## config.mk

```make
export PLATFORM = sky130hd
export DESIGN_NAME = pipeline_ctrl
export DESIGN_NICKNAME = d
export VERILOG_FILES = /design/src/rtl/pipeline_ctrl_pkg.sv /design/src/rtl/pipeline_ctrl.sv
export SDC_FILE = /design/constraint.sdc
export NUM_CORES = 1
export LEC_CHECK = 0
export BUFFER_PORTS_ARGS = -buffer_cell sky130_fd_sc_hd__buf_2
export CELL_PAD_IN_SITES_DETAIL_PLACEMENT = 0
export CELL_PAD_IN_SITES_GLOBAL_PLACEMENT = 1
export CORE_MARGIN = 2
export CORE_UTILIZATION = 40
export CTS_BUF_LIST = sky130_fd_sc_hd__clkbuf_4
export CTS_CLUSTER_DIAMETER = 120
export DETAILED_ROUTE_END_ITERATION = 7
export PLACE_DENSITY_LB_ADDON = 0.25
export SLEW_MARGIN = 40
export SYNTH_ARGS = -nofsm -noshare
export SYNTH_HDL_FRONTEND = slang
export SYNTH_SLANG_ARGS = --single-unit
```

## constraint.sdc

```tcl
create_clock -name clk -period 7.2 [get_ports clk]
set_input_delay 1.08 -clock clk [delete_from_list [all_inputs] [get_ports clk]]
set_output_delay 1.08 -clock clk [all_outputs]
set_load 0.01 [all_outputs]
```

## src/rtl/pipeline_ctrl_pkg.sv

```systemverilog
// Shared pipeline control definitions: stall encodings, exception codes and the
// exception vector, used by every stage that reasons about hold/flush.
package pipeline_ctrl_pkg;

   localparam logic STOP     = 1'b1;
   localparam logic NOT_STOP = 1'b0;

   // Stall masks, bit0 PC .. bit5 WB; a request holds its own stage and all upstream ones.
   localparam logic [5:0] STALL_NONE = 6'b000000;
   localparam logic [5:0] STALL_IF   = 6'b000011;
   localparam logic [5:0] STALL_ID   = 6'b000111;
   localparam logic [5:0] STALL_EX   = 6'b001111;
   localparam logic [5:0] STALL_MEM  = 6'b011111;
   localparam logic [5:0] STALL_ALL  = 6'b111111;

   localparam logic [31:0] EXC_NONE   = 32'h0000_0000;
   localparam logic [31:0] EXC_ERET   = 32'h0000_000E;
   localparam logic [31:0] EXC_VECTOR = 32'hBFC0_0380;

   // ERET returns to EPC; every other exception enters the common handler.
   function automatic logic [31:0] exc_target(input logic [31:0] code, input logic [31:0] epc);
      return (code == EXC_ERET) ? epc : EXC_VECTOR;
   endfunction

endpackage

```

## src/rtl/pipeline_ctrl.sv

```systemverilog
// Pipeline hold/flush controller: prioritised stage stalls, exception redirect that
// waits for any outstanding bus transaction, and a saturating stall-cycle counter.
module pipeline_ctrl
   import pipeline_ctrl_pkg::*;
(
   input  logic        clk,
   input  logic        rst,
   input  logic        stallreq_if,
   input  logic        stallreq_id,
   input  logic        stallreq_ex,
   input  logic        stallreq_mem,
   input  logic [31:0] exception_type,
   input  logic [31:0] cp0_epc,
   input  logic        bus_busy,
   output logic [5:0]  stall,
   output logic        flush,
   output logic [31:0] new_pc,
   output logic [31:0] stall_cycles
);

   typedef enum logic [1:0] {
      RUN      = 2'd0,
      WAIT_BUS = 2'd1,
      FLUSH    = 2'd2
   } state_t;

   state_t      state_q, state_d;
   logic [31:0] exc_code_q, epc_q;
   logic        latch_en;
   logic [31:0] cnt_q;

   function automatic logic [31:0] sat_inc(input logic [31:0] v);
      return (v == 32'hFFFF_FFFF) ? v : v + 32'd1;
   endfunction

   always_comb begin
      state_d  = state_q;
      stall    = STALL_NONE;
      flush    = 1'b0;
      new_pc   = 32'h0;
      latch_en = 1'b0;
      if (!rst) begin
         unique case (state_q)
            RUN: begin
               if (exception_type != EXC_NONE) begin
                  // A redirect cannot be taken while a bus response is still owed.
                  if (bus_busy) begin
                     stall    = STALL_ALL;
                     latch_en = 1'b1;
                     state_d  = WAIT_BUS;
                  end else begin
                     flush   = 1'b1;
                     new_pc  = exc_target(exception_type, cp0_epc);
                     state_d = FLUSH;
                  end
               end else if (stallreq_mem) begin
                  stall = STALL_MEM;
               end else if (stallreq_ex) begin
                  stall = STALL_EX;
               end else if (stallreq_id) begin
                  stall = STALL_ID;
               end else if (stallreq_if) begin
                  stall = STALL_IF;
               end
            end
            WAIT_BUS: begin
               if (bus_busy) begin
                  stall = STALL_ALL;
               end else begin
                  flush   = 1'b1;
                  new_pc  = exc_target(exc_code_q, epc_q);
                  state_d = FLUSH;
               end
            end
            FLUSH: begin
               state_d = RUN;
            end
            default: begin
               state_d = RUN;
            end
         endcase
      end
   end

   always_ff @(posedge clk) begin
      if (rst) begin
         state_q    <= RUN;
         exc_code_q <= 32'h0;
         epc_q      <= 32'h0;
         cnt_q      <= 32'h0;
      end else begin
         state_q <= state_d;
         if (latch_en) begin
            exc_code_q <= exception_type;
            epc_q      <= cp0_epc;
         end
         if (stall[0] == STOP) begin
            cnt_q <= sat_inc(cnt_q);
         end
      end
   end

   assign stall_cycles = cnt_q;

endmodule

```

# Word level (Yosys, flattened, before mapping)
# Index checks and enable logic that the tools add are counted.
# word_totals
regBits	98
out_inout_bits	71
# op_classes
addsub	1
bitwise	1
n_mux	27
reduce_logical	4
n_eq_ne	6
# op_table
operator	n
$mux W32	6
$eq A32 B4 Y1 const B	2
$pmux W32 S2	1
$add A32 B1 Y32 const B	1
$eq A32 B32 Y1 const B	1
$reduce_bool A32 Y1	1
$mux W6	3
$pmux W6 S2	1
$mux W2	4
$mux W1	7
$mux W5	1
$mux W4	1
$ne A2 B2 Y1 const B	2
$pmux W2 S2	1
$reduce_and A2 Y1	2
$mux W3	1
$eq A2 B1 Y1 const B	1
$logic_not A2 Y1	1
$pmux W1 S2	1
$not A1 Y1	1

# Depth between registers and ports, before layout
# depth
word_depth	8
ltp_mapped	11

# Least setup slack after synthesis
# Ideal clock, no wire load.
# synth_timing
kind	input-to-output
from	input exception_type[0]
to	output stall[1]
setup_slack_ns	3.391
t_required_ns	6.120
arrival_time_ns	2.729
path_stages	8
path_cell_list	nor4_1 nand4_1 nor4_2 nor2_1 a31oi_1 inv_1 or2_1 buf_4
# synth_via
elab_chain_len	4
# synth_lines
item	line_no	text
from (decl)	pipeline_ctrl.sv:12	input logic [31:0] exception_type,
$reduce_bool A32 Y1	pipeline_ctrl.sv:45	if (exception_type != EXC_NONE) begin
$mux W6	pipeline_ctrl.sv:45	
$pmux W6 S2	pipeline_ctrl.sv:43	unique case (state_q)
$mux W6	pipeline_ctrl.sv:42	if (!rst) begin
to (decl)	pipeline_ctrl.sv:15	output logic [5:0] stall,
# No other way between the ends.

# Final worst setup path
# layout_timing
from	input exception_type[20]
to	output new_pc[2]
# layout_via
elab_chain_len	6
word_cells_on_any_way	7
classes_between	eq/ne (1); mux (5); reduce/logical (1)
# layout_lines
item	line_no	text
$eq A32 B4 Y1	pipeline_ctrl_pkg.sv:22	return (code == EXC_ERET) ? epc : EXC_VECTOR;
$mux W32	pipeline_ctrl_pkg.sv:22	
$mux W32	pipeline_ctrl.sv:47	if (bus_busy) begin
$mux W32 *	pipeline_ctrl.sv:45	
$pmux W32 S2 *	pipeline_ctrl.sv:43	
$mux W32 *	pipeline_ctrl.sv:42	
to (decl)	pipeline_ctrl.sv:17	output logic [31:0] new_pc,
# Every way passes the cells marked *; elsewhere a longest branch is shown, timed or not.

==> run summary <==
* **Async S/R FF share, synth** 0%
* **number of maximum-capacitance constraint violations** 0
* **number of gates resized after cts** 0
* **time the worst path needs with I/O delays and setup** 4650 ps
* **net count of the mapped netlist** 703
* **clk buf depth** 2
* **standard-cell row count** 39
* **leading cell types in the layout, fill and taps excluded** sky130_fd_sc_hd__nand2_1 (143), sky130_fd_sc_hd__buf_2 (140), sky130_fd_sc_hd__dfxtp_1 (98)
* **First-pass DRT Iterations** 4
* **clk_lat worst skew** 450 ps
* **worst supply voltage drop on vdd** 0.000114 V
* **Tcrit/Tclk final** 64.6%
* **worst flop-to-flop path endpoint** stall_cycles[21]
* **vias in the first global route** 4344
* **final net count** 814
* **Yosys cell types** 40
* **Initial Utilization** 40.8%
* **RSZ-0062 raised after global routing** no
* **wirelength, routed** 12600 um
* **data arrival time of the critical path** 3570 ps
* **Clock transition at path regs** 140 ps
* **layout-stage area growth over the synthesis result** 19.3%
* **Top FF cell, synth** sky130_fd_sc_hd__dfxtp_1
* **post-synthesis compound-gate area fraction** 19.8%
* **cell count of the worst reg-to-reg path** 8
* **Synth Cell Area** 4640 sq um
* **Data required, critical path** 6120 ps
* **final hold violation count** 0
* **Post-Syn Instances** 631
* **fraction of the mapped netlist area in simple logic gates** 31.7%
* **origin of the worst min-delay path** exc_code_q[6]
* **worst setup skew after layout** 14.0 ps
* **Pins Over Slew Limit** 0
* **synthesized flop and latch total** 98
* **# clock sinks** 98
* **worst min-delay path category** flop to flop
* **Relative slew margins** 55.4%
* **Final setup viols** 0
* **critical path endpoint category** output port
* **setup total negative slack** 0 ps
* **filler cell count** 1221
* **number of clock buffers inserted by TritonCTS** 9
* **Slew @ Worst Pin** 670 ps
* **most common cell after layout, fill and taps aside** sky130_fd_sc_hd__nand2_1
* **Power Dens Cells** 189 nW/um^2
* **Post-Synth XOR/XNOR Area** 0.378%
* **hold worst-path end** exc_code_q[6]
* **worst reg2reg setup slack** 4670 ps
* **status** complete, no violations
* **adder and majority cell fraction of the synthesized area** 0.270%
* **top-level I/O count** 142
* **Max Fanout on Critical Path** 20
* **yosys warns** 0
* **element type at the critical path start** input port
* **number of routed nets with antenna violations** 0
* **area of the die** 12500 sq um
* **number of antenna violations at the first check in global routing** 0
* **CTS Root Cell** sky130_fd_sc_hd__clkbuf_4
* **mean routed wirelength per cell** 14.2 um
* **peak clock frequency supported by timing** 215 MHz
* **die span in x** 112 um
* **sequential share of the synthesized area** 42.3%
* **Port Buffers** 141
* **Core Area** 11400 sq um
* **Post-synth EDFFs** 0
* **Final GP Congestion** 0.747
* **H-tree lvl count** 3
* **vias** 4801
* **DR iter-0 viols** 285
* **main combinational cell family by area after synthesis** simple AND/OR/NAND/NOR gates
* **HPWL reported at the end of detailed placement** 8720 um
* **Overall Global Routing Usage** 20.1%
* **share of layout cells above drive strength 1** 23.6%
* **per-instance average area after synthesis** 7.35 sq um
* **hold path depth** 2
* **# DRC** 0
* **buffers inserted during post-CTS setup optimization** 0
* **worst reg2reg path startpoint** stall_cycles[3]
* **Pwr Total** 1.04 mW
* **first-pass GRT wire length** 20800 um
* **hold bufs inserted after CTS** 0
* **Antenna diodes** 0
* **Post-DP Area** 5370 sq um
* **post-DR vias/cell** 5.39
* **summed area of non-filler cells in the final layout** 5530 sq um
* **crit path kind** input port to output port
* **leakage power summed over all cells** 2.23 nW
* **die extent in y** 112 um
* **pin count of the biggest net entering global routing** 80
* **mux share of post-synthesis cell area** 0.729%
* **global-route congestion overflow total** 0
* **TritonCTS clock tree** done
layer usage:
layer	GRT usage (%)	share of wire [%]	up-vias
met1	26.7	47	2244
li1	-	-	2432
met4	7.90	2.0	0
met3	3.48	4.9	16
met2	32.8	46	109
met5	0	0	-
critical path, cell delays in order:
cell and delay, ps:
sky130_fd_sc_hd__buf_2 110, sky130_fd_sc_hd__nor4_1 380, sky130_fd_sc_hd__nand4_1 280, sky130_fd_sc_hd__or3_1 470
sky130_fd_sc_hd__nand3b_1 490, sky130_fd_sc_hd__nor2_1 100, sky130_fd_sc_hd__buf_4 230, sky130_fd_sc_hd__a22oi_1 190
sky130_fd_sc_hd__nor2_1 60, sky130_fd_sc_hd__buf_2 160
power breakdown:
part | leakage (nW) | switching, mW | total, mW | internal (mW)
clock network | 0.0838 | 0.182 | 0.325 | 0.143
logic | 1.35 | 0.0873 | 0.139 | 0.0522
registers | 0.799 | 0.0136 | 0.580 | 0.567
total | 2.23 | 0.283 | 1.04 | 0.762
Yosys cell counts, types with 3 or more instances:
library cell	instances	area, sq um
sky130_fd_sc_hd__inv_1	6	22.5
sky130_fd_sc_hd__nor3_1	3	15.0
sky130_fd_sc_hd__or3_1	20	125
sky130_fd_sc_hd__o21ai_0	20	100
sky130_fd_sc_hd__clkbuf_1	40	150
sky130_fd_sc_hd__nand2_1	143	537
sky130_fd_sc_hd__buf_4	5	37.5
sky130_fd_sc_hd__nor2_1	75	282
sky130_fd_sc_hd__nor4_1	16	100
sky130_fd_sc_hd__or4_1	9	67.6
sky130_fd_sc_hd__a21oi_1	92	460
sky130_fd_sc_hd__nand4_1	16	100
sky130_fd_sc_hd__o22a_1	12	105
sky130_fd_sc_hd__and4_1	4	35.0
sky130_fd_sc_hd__nand3_1	13	65.1
sky130_fd_sc_hd__dfxtp_1	98	1960
sky130_fd_sc_hd__o31ai_1	7	52.6
sky130_fd_sc_hd__or2_2	4	25.0
sky130_fd_sc_hd__a22oi_1	20	150
sky130_fd_sc_hd__and3_1	3	18.8
per-stage QoR:
step                util [%]  hold slack [ps]  setup WS (ps)  std cells
finish                  48.7              459           2550        890
CTS                     48.6              461           2560        890
floorplan                  -              431           3390        631
detailed placement      47.3              442           2580        874
global route            48.7              478           2310        890
global placement        47.2              441           2680        874
layout make-up:
| class | count | area [sq um] | share of cell area, % |
|---|---|---|---|
| flip-flops and latches | 98 | 1960 | 35.5 |
| multi-input cells | 481 | 2460 | 44.5 |
| clock buffers | 10 | 75.1 | 1.36 |
| repair buffers | 146 | 749 | 13.5 |
| well taps | 143 | 179 | 3.23 |
| clock inverters | 6 | 81.3 | 1.47 |
| inverters | 6 | 22.5 | 0.407 |
worst max path at each step:
| stage | start | slack, ps | endpoint |
|---|---|---|---|
| floorplan | exception_type[0] | 3390 | stall[1] |
| global placement | exception_type[20] | 2680 | new_pc[12] |
| detailed placement | exception_type[20] | 2580 | new_pc[2] |
| CTS | exception_type[20] | 2560 | new_pc[2] |
| global route | exception_type[20] | 2310 | new_pc[2] |
| finish | exception_type[20] | 2550 | new_pc[2] |
cells by family after synthesis:
kind of cell / after synthesis
multiplexers: 3
AND/OR/NAND/NOR: 318
buffers and inverters: 52
XOR/XNOR: 2
AO/OA/AOI/OAI: 157
flip-flops: 98
adder cells (fa/ha/maj): 1
state kept, by name, summed over array words and instances, names as in the netlist:
signal / count
epc_q: 32
exc_code_q: 32
stall_cycles: 32
state_q: 2
Power figures use the tool's default switching activity.
